===== src/rtl/pwm_pkg.sv =====
// Shared PWM constants and the capture FSM state type.
// The servo pulse limits are common to the servo generator and the capture block.
package pwm_pkg;

    typedef enum logic [1:0] {
        IDLE = 2'd0,
        HIGH = 2'd1,
        LOW  = 2'd2
    } cap_state_t;

    localparam int unsigned CLK_HZ        = 125_000_000;
    // 1 ms and 2 ms servo pulse widths at CLK_HZ
    localparam int unsigned SERVO_MIN_CYC = CLK_HZ / 1000;
    localparam int unsigned SERVO_MAX_CYC = CLK_HZ / 500;

endpackage


===== src/rtl/pwm_edge_sync.sv =====
// Two-flop synchroniser for an asynchronous PWM input, plus a delay stage
// that turns the synchronised level into single-cycle rise/fall pulses.
module pwm_edge_sync (
    input  logic clk,
    input  logic reset,
    input  logic async_in,
    output logic level,
    output logic rise,
    output logic fall
);

    logic r_meta;
    logic r_sync;
    logic r_dly;

    always_ff @(posedge clk) begin
        if (!reset) begin
            r_meta <= 1'b0;
            r_sync <= 1'b0;
            r_dly  <= 1'b0;
        end else begin
            r_meta <= async_in;
            r_sync <= r_meta;
            r_dly  <= r_sync;
        end
    end

    assign level = r_sync;
    assign rise  = r_sync & ~r_dly;
    assign fall  = ~r_sync & r_dly;

endmodule


===== src/rtl/pwm_capture.sv =====
// Measures high time and rise-to-rise period of a PWM input in clk cycles,
// publishing one measurement per period and flagging loss of signal on timeout.
module pwm_capture
    import pwm_pkg::*;
#(
    parameter int unsigned CNT_W       = 24,
    parameter int unsigned TIMEOUT_CYC = (CLK_HZ / 1000) * 30,
    parameter int unsigned MIN_HIGH    = SERVO_MIN_CYC,
    parameter int unsigned MAX_HIGH    = SERVO_MAX_CYC
) (
    input  logic             clk,
    input  logic             reset,
    input  logic             pwm_in,
    output logic [CNT_W-1:0] high_count,
    output logic [CNT_W-1:0] period_count,
    output logic             valid,
    output logic             in_range,
    output logic             no_signal
);

    localparam logic [CNT_W-1:0] LP_TIMEOUT    = CNT_W'(TIMEOUT_CYC);
    localparam logic [CNT_W-1:0] LP_TIMEOUT_M1 = CNT_W'(TIMEOUT_CYC - 1);
    localparam logic [CNT_W-1:0] LP_MIN_HIGH   = CNT_W'(MIN_HIGH);
    localparam logic [CNT_W-1:0] LP_MAX_HIGH   = CNT_W'(MAX_HIGH);

    logic w_level_unused;
    logic w_rise;
    logic w_fall;

    cap_state_t       r_state;
    cap_state_t       w_state_nxt;
    logic [CNT_W-1:0] r_cnt;
    logic [CNT_W-1:0] w_cnt_nxt;
    logic [CNT_W-1:0] r_high_lat;
    logic [CNT_W-1:0] w_high_lat_nxt;
    logic [CNT_W-1:0] r_high_count;
    logic [CNT_W-1:0] w_high_count_nxt;
    logic [CNT_W-1:0] r_period_count;
    logic [CNT_W-1:0] w_period_count_nxt;
    logic             r_valid;
    logic             w_valid_nxt;
    logic             r_in_range;
    logic             w_in_range_nxt;
    logic             r_no_signal;
    logic             w_no_signal_nxt;
    logic             w_sat;
    logic             w_timeout;

    // Level output is kept on the sync block for duty monitors; unused here.
    pwm_edge_sync u_edge_sync (
        .clk      (clk),
        .reset    (reset),
        .async_in (pwm_in),
        .level    (w_level_unused),
        .rise     (w_rise),
        .fall     (w_fall)
    );

    // Counter reaches TIMEOUT_CYC on this edge unless a rise reloads it.
    assign w_sat = (r_cnt >= LP_TIMEOUT_M1);

    always_comb begin
        w_cnt_nxt = r_cnt;
        if (w_rise) begin
            w_cnt_nxt = CNT_W'(1);
        end else if (r_cnt != LP_TIMEOUT) begin
            w_cnt_nxt = r_cnt + CNT_W'(1);
        end
    end

    always_ff @(posedge clk) begin
        if (!reset) begin
            r_state <= IDLE;
        end else begin
            r_state <= w_state_nxt;
        end
    end

    always_comb begin
        w_state_nxt        = r_state;
        w_high_lat_nxt     = r_high_lat;
        w_high_count_nxt   = r_high_count;
        w_period_count_nxt = r_period_count;
        w_in_range_nxt     = r_in_range;
        w_valid_nxt        = 1'b0;
        w_no_signal_nxt    = r_no_signal;
        w_timeout          = 1'b0;

        case (r_state)
            IDLE: begin
                if (w_rise) begin
                    w_state_nxt = HIGH;
                end
            end
            HIGH: begin
                // A fall coinciding with saturation is too late to count.
                if (w_sat) begin
                    w_timeout = 1'b1;
                end else if (w_fall) begin
                    w_state_nxt    = LOW;
                    w_high_lat_nxt = r_cnt;
                end
            end
            LOW: begin
                // Rise wins over saturation so a period of TIMEOUT_CYC-1 still publishes.
                if (w_rise) begin
                    w_state_nxt        = HIGH;
                    w_period_count_nxt = r_cnt;
                    w_high_count_nxt   = r_high_lat;
                    w_in_range_nxt     = (r_high_lat >= LP_MIN_HIGH) &&
                                         (r_high_lat <= LP_MAX_HIGH);
                    w_valid_nxt        = 1'b1;
                    w_no_signal_nxt    = 1'b0;
                end else if (w_sat) begin
                    w_timeout = 1'b1;
                end
            end
            default: begin
                w_state_nxt = IDLE;
            end
        endcase

        if (w_timeout) begin
            w_state_nxt        = IDLE;
            w_high_count_nxt   = '0;
            w_period_count_nxt = '0;
            w_in_range_nxt     = 1'b0;
            w_no_signal_nxt    = 1'b1;
        end
    end

    always_ff @(posedge clk) begin
        if (!reset) begin
            r_cnt          <= '0;
            r_high_lat     <= '0;
            r_high_count   <= '0;
            r_period_count <= '0;
            r_valid        <= 1'b0;
            r_in_range     <= 1'b0;
            r_no_signal    <= 1'b1;
        end else begin
            r_cnt          <= w_cnt_nxt;
            r_high_lat     <= w_high_lat_nxt;
            r_high_count   <= w_high_count_nxt;
            r_period_count <= w_period_count_nxt;
            r_valid        <= w_valid_nxt;
            r_in_range     <= w_in_range_nxt;
            r_no_signal    <= w_no_signal_nxt;
        end
    end

    assign high_count   = r_high_count;
    assign period_count = r_period_count;
    assign valid        = r_valid;
    assign in_range     = r_in_range;
    assign no_signal    = r_no_signal;

endmodule


===== config.mk =====
export PLATFORM = sky130hd
export DESIGN_NAME = pwm_capture
export DESIGN_NICKNAME = d
export VERILOG_FILES = /design/src/rtl/pwm_pkg.sv /design/src/rtl/pwm_edge_sync.sv /design/src/rtl/pwm_capture.sv
export SDC_FILE = /design/constraint.sdc
export NUM_CORES = 1
export LEC_CHECK = 0
export ABC_AREA = 1
export BUFFER_PORTS_ARGS = -buffer_cell sky130_fd_sc_hd__buf_2
export CAP_MARGIN = 30
export CORE_MARGIN = 1.5
export CORE_UTILIZATION = 55
export CTS_BUF_LIST = sky130_fd_sc_hd__clkbuf_8
export DETAILED_ROUTE_END_ITERATION = 12
export PLACE_DENSITY = 0.76
export SYNTH_ARGS = -nofsm -noshare
export SYNTH_HDL_FRONTEND = slang
export SYNTH_HIERARCHICAL = 1
export SYNTH_SLANG_ARGS = --single-unit
export TNS_END_PERCENT = 5

===== constraint.sdc =====
create_clock -name clk -period 2.05 [get_ports clk]
set_input_delay 0.41 -clock clk [delete_from_list [all_inputs] [get_ports clk]]
set_output_delay 0.41 -clock clk [all_outputs]
set_load 0.005 [all_outputs]

* Yosys cells after proc, flatten, opt, wreduce, memory -nomap -nowiden
Cells that the tools add are included.
** Storage, ports and cells
- Flip-flop bits (word level) :: 104
- Word-level logic and storage cells :: 48
** Cells by class
- Add/subtract/negate cells :: 1
- Order comparisons :: 3
- Equal/unequal tests :: 6
- Mux-type cells :: 10
- Bitwise operators :: 6
- Reduce and logical (&&, ||, !) cells :: 10
** Operator list (count)
- 24-bit by 1-bit adder with 24-bit output, second input constant :: 1
- 24-bit by 17-bit >= comparator with 1-bit output, second input constant :: 1
- 24-bit by 22-bit >= comparator with 1-bit output, second input constant :: 1
- 24-bit by 18-bit <= comparator with 1-bit output, second input constant :: 1
- 24-bit by 22-bit != test with 1-bit output, second input constant :: 1
- 2-bit 2-to-1 mux :: 3
- 3-bit AND reduction :: 2
- 2-bit OR reduction :: 3
- 1-bit 2-to-1 mux :: 5
- 2-bit by 1-bit != test with 1-bit output, second input constant :: 2
- 1-bit NOT :: 4
- 2-bit one-hot mux with 2 select lines :: 1
- 2-bit AND reduction :: 2
- 1-bit bitwise AND :: 2
- 2-bit by 1-bit equality test with 1-bit output, second input constant :: 1
- 2-bit equality test, second input constant :: 1
- 2-bit zero test :: 1
- 2-bit != test, second input constant :: 1
- 1-bit one-hot mux with 2 select lines :: 1
- 2-bit nonzero test :: 1
- 1-bit logical AND :: 1

* Logic depth before layout (Yosys ltp)
Gate-level depths: netlist (run 1).
- Depth after elaboration :: 5
- Mapped depth :: 12
- Mapped depth without buffers :: 12

* By module
The synthesis (run 1) kept the hierarchy.
** Modules (own cells, without submodules)
- pwm_capture :: instances 1, cells an instance 569, area each 4342.9 um^2, sequential area each 2021.9 um^2
- pwm_edge_sync :: instances 1, cells an instance 13, area each 100.1 um^2, sequential area each 60.1 um^2

* Worst setup path before layout (run 1)
Ideal clock, no wire load.
- Path type :: register -> register
- Start point :: reg r_cnt[0]
- End point :: reg r_cnt[20]
- Library setup time :: 0.119 ns
- Arrival time :: 1.498 ns
- Path slack :: 0.432 ns
- Cell stages (with the launch flop) :: 11
- Buffers on the path :: 0
- Period minus slack after synthesis :: 1.618 ns
- Cell sequence :: dfxtp_1 -> ha_1 -> nand2_1 -> nor2_1 -> nand2_1 -> nor2_2 -> nand2_1 -> nor3_1 -> nand2_1 -> o21ai_0 -> a21oi_1
** On the way
- Word-level cells in the longest chain between the ends :: 1
- Elaborated cells between the ends (all ways) :: 2
** RTL lines
- from (decl) :: RTL line pwm_capture.sv:32 : logic [CNT_W-1:0] r_cnt;
- from (signal assigned) :: RTL line pwm_capture.sv:142 : r_cnt <= w_cnt_nxt;
- 24-bit by 1-bit adder with 24-bit output / 24-bit by 22-bit != test with 1-bit output (equally long branches) :: RTL line pwm_capture.sv:67, pwm_capture.sv:66
Several ways; a longest one is shown, not always the timed one.
A chain may end at the register's enable or synchronous reset.

* Worst setup path after layout (run 1)
- Start point :: reg r_state[1]
- End point :: reg r_period_count[20] (netlist: period_count[20])
** On the way
- Word-level cells in the longest chain between the ends :: 3
- Elaborated cells between the ends (all ways) :: 5
** RTL lines
- from (decl) :: RTL line pwm_capture.sv:30 : cap_state_t r_state;
- from (signal assigned) :: RTL line pwm_capture.sv:75 : r_state <= w_state_nxt;
- 2-bit equality test / 2-bit by 1-bit equality test with 1-bit output (equally long branches) :: RTL line pwm_capture.sv:89 : case (r_state)
- 1-bit one-hot mux with 2 select lines :: RTL line pwm_capture.sv:89
- 2-bit OR reduction (no line)
- to (signal assigned) :: RTL line pwm_capture.sv:145 : r_period_count <= w_period_count_nxt;
- to (decl) :: RTL line pwm_capture.sv:38 : logic [CNT_W-1:0] r_period_count;
Several ways; a longest one is shown, not always the timed one.

==> impl_metrics.tcl, run 1 <==
set metrics [dict create \
    design_area_sq_um 4950 \
    die_x_um 92.9 \
    cts_resized 0 \
    max_freq_mhz 538 \
    synthCells 582 \
    ys_warn_count 6 \
    die_h_um 92.9 \
    synth_cell_types 39 \
    preCtsSetupSlack_ns 0.237 \
    yosys-top-cells-count "nand2_1 (180), dfxtp_1 (104), a21oi_1 (77), inv_1 (43), nor2_1 (35)" \
    start_kind "register" \
    final_layout_size_suffix_gt1_share_pct 22.6 \
    rsz0062_at_grt "false" \
    grt_pass1_wl_um 15900 \
    io_pins 54 \
    grt_overflow 0 \
    ant_nets 0 \
    drv_cap 0 \
    cts_made_buffers 9 \
    cts_tree "built" \
    cp.required_ns 2.31 \
    synth.ff_latch_count 104 \
    finalMaxSlewViolations 0 \
    clkTransAtPathRegs_ns 0.10 \
    wire_per_inst_um 12.4 \
    finalWeightedCongestion 0.932 \
    criticalPathCategory "register to register" \
    netlist_area_sq_um 4440 \
    clock_skew_ns 0.00849 \
    synth_top_area_share_pct 46.9 \
    hold_violations 0 \
    antenna_cells 0 \
    nets 644 \
    period_share_pct 90.7 \
    dr.pass1.iters 5 \
    antenna_found_initial 0 \
    final.setup.worst_slack_ns 0.191 \
    h-tree-depth 3 \
    drt_wl_total_um 9240 \
    core_sq_um 7770 \
    clock_latency_ns 0.37 \
    cts.path.max_buffers 2 \
    grt_use_total_pct 23.0 \
    drc 0 \
    syn_nets 590 \
    critPathArrivalTime_ns 2.12 \
    leakage_nw 1.92 \
    vias 3742 \
    worst_slew_pin_slew_ns 0.351 \
    yosys.area.top_type "dfxtp_1" \
    grt_max_degree 33 \
    ctsHoldBuffers 0 \
    cts_setup_buffers 0 \
    drt_iter0_drc 198 \
    fp.dieArea_sq_um 8630 \
    cts.sinks 104 \
    cts_root_buf "clkbuf_8" \
    maxSlewHeadroom_pct 76.4 \
    synth.most_common_cell "nand2_1" \
    start_util_pct 57.2 \
    hp-class "input pin to register" \
    power_density_nw_per_um2 679 \
    nFillCells 699 \
    grt_pass1_vias 3514 \
    power_mw 3.36 \
    avgSynthCellArea_sq_um 7.63 \
    hpwlAfterDp_um 6650 \
    numPortBuffers 53 \
    cp_max_fo 30 \
    synth-edff-count 0 \
    place_area_sq_um 4770 \
    yosys_most_used_dff "dfxtp_1" \
    irDropWorstVdd_v 0.000384 \
    setup_viol 0 \
    synthArstFlopShare_pct 0 \
    viasPerCell 5.04 \
    run_status "finished, final reports clean" \
    hold_slack_ns 0.213 \
    setup_tns_ns 0 \
    synthTopCellsByArea "dfxtp_1 (47%), nand2_1 (15%), a21oi_1 (8.7%)" \
    syn_to_final_growth_pct 11.4 \
    num_rows 32 \
    crit_path_end_kind "register" \
    period_needed_ns 1.86 \
    ys_seq_area_share_pct 46.9 \
]
==> metrics by stage <==
step           std cells  util (%)
3_5_place_dp         727      61.4
5_1_grt              743      63.7
2_1_floorplan        582         -
3_3_place_gp         727      61.4
6_report             743      63.7
4_1_cts              743      63.7
==> cell type report <==
class,instances,area (sq um),share of cell area [%]
clock inverters,7,55.1,1.11
flip-flops and latches,104,2080,42.1
inverters,47,176,3.57
repair buffers,68,378,7.64
multi-input cells,406,2000,40.5
clock buffers,9,124,2.50
well taps,102,128,2.58
==> worst max-delay path: stages, from the launching register on <==
cell,delay [ns]
dfxtp_1,0.34
inv_1,0.08
ha_1,0.29
inv_1,0.14
a21boi_0,0.34
a21oi_4,0.12
inv_2,0.07
buf_4,0.28
a21oi_1,0.07
==> placed cells by master, fill, tap and decap left out, types with 3 or more instances in the layout <==
master    instances
clkbuf_8          9
o21ai_0          15
nand4_1           5
nand3_1          14
ha_1              5
nor4_1            3
nor2_2            7
nor3_1            7
a21oi_2          18
a21oi_1          77
nor2_1           34
inv_2             3
dfxtp_1         103
nand2_2          22
nand2_1         180
inv_1            43
buf_2            53
buf_4            15
==> path summary, 6_finish.rpt <==
| kind | startpoint | endpoint | slack [ns] | depth (start not counted) |
|---|---|---|---|---|
| worst max register to register | r_state[1] | period_count[20] | 0.19 | 8 |
| worst min register to register | u_edge_sync/r_meta | u_edge_sync/level | 0.42 | 2 |
| worst max-delay path | r_state[1] | period_count[20] | 0.19 | 8 |
| worst min-delay path | pwm_in | u_edge_sync/r_meta | 0.21 | 3 |
==> registers in the layout, indices dropped and copies added, names as in the netlist <==
register / flops
no_signal: 1
u_edge_sync/level: 1
in_range: 1
valid: 1
r_state: 2
u_edge_sync/r_meta: 1
r_high_lat: 24
high_count: 24
r_cnt: 24
u_edge_sync/r_dly: 1
period_count: 24
==> kinds of logic (layout without fill, tap and decap cells) <==
kind of cell	Yosys count	after routing	synth area share, %
and+or+nand+nor	283	283	28.2
AOI/OAI and AO/OA	116	116	15.1
DFF	104	104	46.9
buffers and inverters	72	131	8.08
adders and majority gates	5	5	1.41
xor gates and xnor gates	2	2	0.394
==> report_power, final <==
group	switching [mW]	leakage [nW]	internal, mW	total [mW]
clock	0.739	0.0862	0.452	1.19
combinational	0.0906	0.990	0.0383	0.129
sequential	0.00996	0.839	2.03	2.04
==> per-layer routing <==
metal / part of all wire, % / vias up / wire [um] / global-route usage [%]
met2: 44 / 97 / 4060 / 36.7
met5: 0 / - / 0 / 0
met3: 4.9 / 14 / 450 / 4.60
li1: - / 1963 / - / -
met1: 49 / 1668 / 4570 / 30.8
met4: 1.7 / 0 / 156 / 8.33
Note: power is estimated with default switching activity, not from simulation.
==> inputs of run 2 (changes only) <==
--- a/config.mk
+++ b/config.mk
@@ -9,10 +9,10 @@
 export BUFFER_PORTS_ARGS = -buffer_cell sky130_fd_sc_hd__buf_2
 export CAP_MARGIN = 30
 export CORE_MARGIN = 1.5
-export CORE_UTILIZATION = 55
+export CORE_UTILIZATION = 54
 export CTS_BUF_LIST = sky130_fd_sc_hd__clkbuf_8
 export DETAILED_ROUTE_END_ITERATION = 12
-export PLACE_DENSITY = 0.76
+export PLACE_DENSITY = 0.75
 export SYNTH_ARGS = -nofsm -noshare
 export SYNTH_HDL_FRONTEND = slang
 export SYNTH_HIERARCHICAL = 1
==> impl_metrics.tcl, run 2 (synthesized netlist as in run 1, its figures left out) <==
set metrics [dict create \
    run_status "finished, final reports clean" \
    r2r-end "r_cnt[20]" \
    grt_pass1_wl_um 16200 \
    worst_slew_pin_slew_ns 0.471 \
    cts_made_buffers 9 \
    holdPathEnd "u_edge_sync/r_meta" \
    criticalPathCategory "register to register" \
    viasPerCell 5.09 \
    layout_common_cells "nand2_1 (180), dfxtp_1 (104), a21oi_1 (77)" \
    drt_iter0_drc 179 \
    period_share_pct 92.4 \
    grt_use_total_pct 23.1 \
    die_x_um 93.7 \
    utilization_pct 63.3 \
    cp.required_ns 2.32 \
    antenna_cells 0 \
    r2r_slack_ns 0.16 \
    finalWeightedCongestion 0.918 \
    p_int_mw 2.55 \
    cts.path.max_buffers 2 \
    wire_per_inst_um 12.6 \
    design_area_sq_um 4970 \
    cts_resized 0 \
    final_layout_size_suffix_gt1_share_pct 22.6 \
    power_density_nw_per_um2 689 \
    setup_viol 0 \
    clock_skew_ns 0.0115 \
    io_pins 54 \
    cp_max_fo 6 \
    die_h_um 93.7 \
    seq_power_share_pct 59.6 \
    clkTransAtPathRegs_ns 0.11 \
    fp.dieArea_sq_um 8780 \
    irDropWorstVdd_v 0.000426 \
    cts_tree "built" \
    syn_to_final_growth_pct 11.8 \
    max_freq_mhz 528 \
    place_area_sq_um 4770 \
    p_sw_mw 0.873 \
    drv_cap 0 \
    r2r_cells 10 \
    ctsHoldBuffers 0 \
    grt_max_degree 31 \
    grt_pass1_vias 3556 \
    power.share.clock_pct 36.6 \
    start_kind "register" \
    clock_latency_ns 0.37 \
    rsz0062_at_grt "false" \
    final_common_cell "nand2_1" \
    hold-path-cell-count 3 \
    p_comb_share_pct 3.8 \
    grt_overflow 0 \
    h-tree-depth 3 \
    fin_cells 744 \
    dr.pass1.iters 4 \
    num_rows 32 \
    critPathArrivalTime_ns 2.16 \
    drt_wl_total_um 9360 \
    p_sw_share_pct 25.5 \
    cts.sinks 104 \
    setup_tns_ns 0 \
    drc 0 \
    leakage_nw 1.93 \
    numPortBuffers 53 \
    vias 3788 \
    start_util_pct 56.6 \
    cts_setup_buffers 0 \
    ant_nets 0 \
    core_sq_um 7850 \
    place_inst 728 \
    crit_path_end_kind "register" \
    cts_root_buf "clkbuf_8" \
    hpwlAfterDp_um 6890 \
    hold_violations 0 \
    reg2reg_from "r_cnt[0]" \
    maxSlewHeadroom_pct 68.5 \
    hp-class "input pin to register" \
    finalMaxSlewViolations 0 \
    hold_start "pwm_in" \
    period_needed_ns 1.89 \
    nets 645 \
    antenna_found_initial 0 \
]
## run 2: cell types whose count changed in the layout (fill, tap and decap cells not counted)
cell / delta
inv_8: +3
clkinvlp_4: -2
clkinv_2: -1
buf_4: +1
dfxtp_2: -1
dfxtp_1: +1
## run 2: worst max-delay path, cell delays in order (launching register included)
cell,delay (ns)
dfxtp_1,0.44
ha_1,0.22
nand2_1,0.09
nor2_1,0.12
nand2_1,0.10
nor2_2,0.15
nand2_1,0.12
nor3_1,0.23
nand2_1,0.12
o21ai_0,0.16
a21oi_1,0.05
## run 2: through the flow
step / total power [mW] / setup slack [ns] / hold WS [ns]
floorplan: 2.19 / 0.432 / 0.390
global placement: 2.21 / 0.265 / 0.394
detailed placement: 2.22 / 0.209 / 0.399
CTS: 3.44 / 0.165 / 0.198
global route: 3.54 / 0.00632 / 0.233
finish: 3.42 / 0.156 / 0.211
## run 2: worst max-delay path by stage
stage	from	end	slack, ns	cells past startpoint
after global routing	r_cnt[0]	r_cnt[20]	0.006	10
after detailed placement	r_state[1]	high_count[21]	0.21	8
final	r_cnt[0]	r_cnt[20]	0.16	10
after CTS	r_state[1]	high_count[21]	0.16	8
after global placement	r_state[1]	period_count[22]	0.26	8
after floorplan	r_cnt[0]	r_cnt[20]	0.43	10
## run 2: layer usage
metal	global-route usage, %	part of all wire [%]	up-vias
li1	-	-	1964
met1	31.7	50	1726
met2	36.7	44	83
met3	3.07	4.0	15
met4	9.83	1.7	0
met5	0	0	-
## run 2: cell type report
class / instances / area (sq um)
fillers: 714 / 2880
flip-flops and latches: 104 / 2080
multi-input cells: 406 / 2000
repair buffers: 69 / 385
inverters: 47 / 176
well taps: 102 / 128
clock buffers: 9 / 124
clock inverters: 7 / 68.8
## run 2: power groups by stage
stage	Combinational [mW]	Sequential [mW]	Clock, mW
3_5_place_dp	0.128	2.09	0
4_1_cts	0.130	2.04	1.27
6_report	0.129	2.04	1.25
2_1_floorplan	0.109	2.08	0
5_1_grt	0.145	2.04	1.35
3_3_place_gp	0.123	2.09	0
==> inputs of run 3 (changes only) <==
--- a/config.mk
+++ b/config.mk
@@ -15,6 +15,5 @@
 export PLACE_DENSITY = 0.75
 export SYNTH_ARGS = -nofsm -noshare
 export SYNTH_HDL_FRONTEND = slang
-export SYNTH_HIERARCHICAL = 1
 export SYNTH_SLANG_ARGS = --single-unit
 export TNS_END_PERCENT = 5
==> impl_metrics.tcl, run 3 <==
set metrics [dict create \
    cts_resized 0 \
    viasPerCell 5.19 \
    antenna_cells 0 \
    nets 693 \
    cpMostUsedCell "nor2_1" \
    synthTopCellsByArea "dfxtp_1 (46%), nand2_1 (17%), a21oi_1 (7.8%)" \
    place_area_sq_um 4910 \
    cp_max_fo 37 \
    cts_made_buffers 9 \
    finalMaxSlewViolations 0 \
    start_kind "register" \
    ys_warn_count 0 \
    place_inst 779 \
    critPathArrivalTime_ns 2.16 \
    synthArstFlopShare_pct 0 \
    cpLargestDelayFamily "simple AND/OR/NAND/NOR gates" \
    worst-path-buf-inv 2 \
    clock_skew_ns 0.0145 \
    clkTransAtPathRegs_ns 0.10 \
    clock_latency_ns 0.38 \
    grt_overflow 0 \
    crit_path_end_kind "register" \
    power_mw 3.53 \
    yosys_most_used_dff "dfxtp_1" \
    ant_nets 0 \
    cts_setup_buffers 0 \
    grt_util_met3_pct 6.15 \
    max_stage_delay_ns 0.57 \
    criticalPathCategory "register to register" \
    netlist_area_sq_um 4490 \
    worst_path_max_delay_cell "dfxtp_1" \
    fin_cells 795 \
    grt_use_total_pct 25.6 \
    drv_cap 0 \
    synth.most_common_cell "nand2_1" \
    vias 4128 \
    gr-usage-met1_pct 32.5 \
    final_layout_size_suffix_gt1_share_pct 17.0 \
    seq_power_share_pct 58.0 \
    ys_seq_area_share_pct 46.4 \
    use_met2_pct 41.5 \
    cts_tree "built" \
    synthCells 627 \
    maxSlewHeadroom_pct 73.7 \
    irDropWorstVdd_v 0.000403 \
    finalWeightedCongestion 0.945 \
    drc 0 \
    period_share_pct 92.3 \
    hp-class "input pin to register" \
    busiest_layer "met2" \
    syn_to_final_growth_pct 14.0 \
    wire_per_inst_um 13.3 \
    cp.required_ns 2.32 \
    hold_violations 0 \
    syn_nets 635 \
    final_common_cell "nand2_1" \
    ctsHoldBuffers 0 \
    die_x_um 94.2 \
    grt_pass1_vias 3811 \
    synth.ff_latch_count 104 \
    period_needed_ns 1.89 \
    power.share.clock_pct 37.2 \
    p_sw_mw 0.855 \
    fp.dieArea_sq_um 8870 \
    leakage_nw 2.23 \
    rsz0062_at_grt "false" \
    grt_max_degree 38 \
    die_h_um 94.2 \
    path_cells "nor2_1 > nand2_1 > nor2_4 > a21oi_2 > buf_4 > nand3_2 > buf_12 > nor2_1 > nor2_1" \
    synth_top_area_share_pct 46.4 \
    io_pins 54 \
    avgSynthCellArea_sq_um 7.16 \
    setup_tns_ns 0 \
    cts_root_buf "clkbuf_8" \
    numPortBuffers 53 \
    yosys.area.top_type "dfxtp_1" \
    setup_viol 0 \
    design_area_sq_um 5110 \
    p_comb_share_pct 4.7 \
    layout_common_cells "nand2_1 (202), dfxtp_1 (104), a21oi_1 (70)" \
    synth_cell_types 30 \
    drt_iter0_drc 181 \
    worst_slew_pin_slew_ns 0.394 \
    num_rows 33 \
    synth-edff-count 0 \
    cts.sinks 104 \
    run_status "finished, final reports clean" \
    hpwlAfterDp_um 7750 \
    p_sw_share_pct 24.2 \
    max_freq_mhz 529 \
    antenna_found_initial 0 \
    grt_pass1_wl_um 17600 \
    dr.pass1.iters 5 \
    h-tree-depth 3 \
    drt_wl_total_um 10600 \
    core_sq_um 8130 \
    start_util_pct 55.2 \
    yosys-top-cells-count "nand2_1 (202), dfxtp_1 (104), a21oi_1 (70), nor2_1 (67), inv_1 (55)" \
    p_int_mw 2.67 \
    power_density_nw_per_um2 689 \
    cts.path.max_buffers 2 \
]
-- run 3: changes by cell type after synthesis, moves of 7 or more --
cell     previous run  this run
nand4_1             5        14
o21ai_0            15         6
buf_2               2         9
nand3_1            14        28
inv_1              43        55
nand2_2            22         3
a21oi_1            77        70
a21oi_2            18        11
nand2_1           180       202
nor2_1             35        67
-- run 3: final cells by class --
class	instances	area (sq um)
inverter	58	218
tap	105	131
clock buffer	9	124
clock inverter	7	81.3
fill	735	3020
timing repair buffer	75	468
multi-input combinational	437	2010
sequential	104	2080
-- run 3: power by group through the flow --
stage / clock (mW) / sequential (mW) / combinational, mW
global route: 1.43 / 2.05 / 0.187
finish: 1.31 / 2.05 / 0.167
CTS: 1.33 / 2.05 / 0.165
detailed placement: 0 / 2.09 / 0.164
floorplan: 0 / 2.09 / 0.115
global placement: 0 / 2.09 / 0.156
-- run 3: worst min-delay path, cell delays in order --
cell and delay [ns]:
buf_2 0.07, nand2_1 0.04, inv_1 0.04
-- run 3: cell families (layout without fill, tap and decap cells) --
| logic type | after synthesis | count (layout) | synth area share [%] |
|---|---|---|---|
| AND/OR/NAND/NOR | 339 | 339 | 31.7 |
| AO/OA/AOI/OAI | 88 | 88 | 10.8 |
| buffers and inverters | 86 | 149 | 8.78 |
| flip-flops | 104 | 104 | 46.4 |
| XOR/XNOR | 5 | 5 | 0.976 |
| adder cells (fa/ha/maj) | 5 | 5 | 1.39 |
-- run 3: metrics by stage --
step	setup WS, ns	utilization [%]	hold WS (ns)
3_3_place_gp	0.251	60.4	0.395
3_5_place_dp	0.216	60.4	0.398
2_1_floorplan	0.428	-	0.390
6_report	0.158	62.9	0.219
4_1_cts	0.191	62.9	0.215
5_1_grt	0.0115	62.9	0.215
-- run 3: routing by layer --
| layer | vias up | share of wire, % |
|---|---|---|
| li1 | 2092 | - |
| met5 | - | 0 |
| met4 | 0 | 2.4 |
| met2 | 118 | 47 |
| met1 | 1890 | 46 |
| met3 | 28 | 4.3 |
-- run 3: final timing paths --
check / slack (ns) / depth (start not counted) / from / to
worst max-delay path: 0.16 / 9 / r_cnt[18] / r_high_lat[10]
worst min-delay path: 0.22 / 3 / pwm_in / u_edge_sync.r_meta
worst max register to register: 0.16 / 9 / r_cnt[18] / r_high_lat[10]
worst min register to register: 0.42 / 2 / u_edge_sync.r_meta / u_edge_sync.level
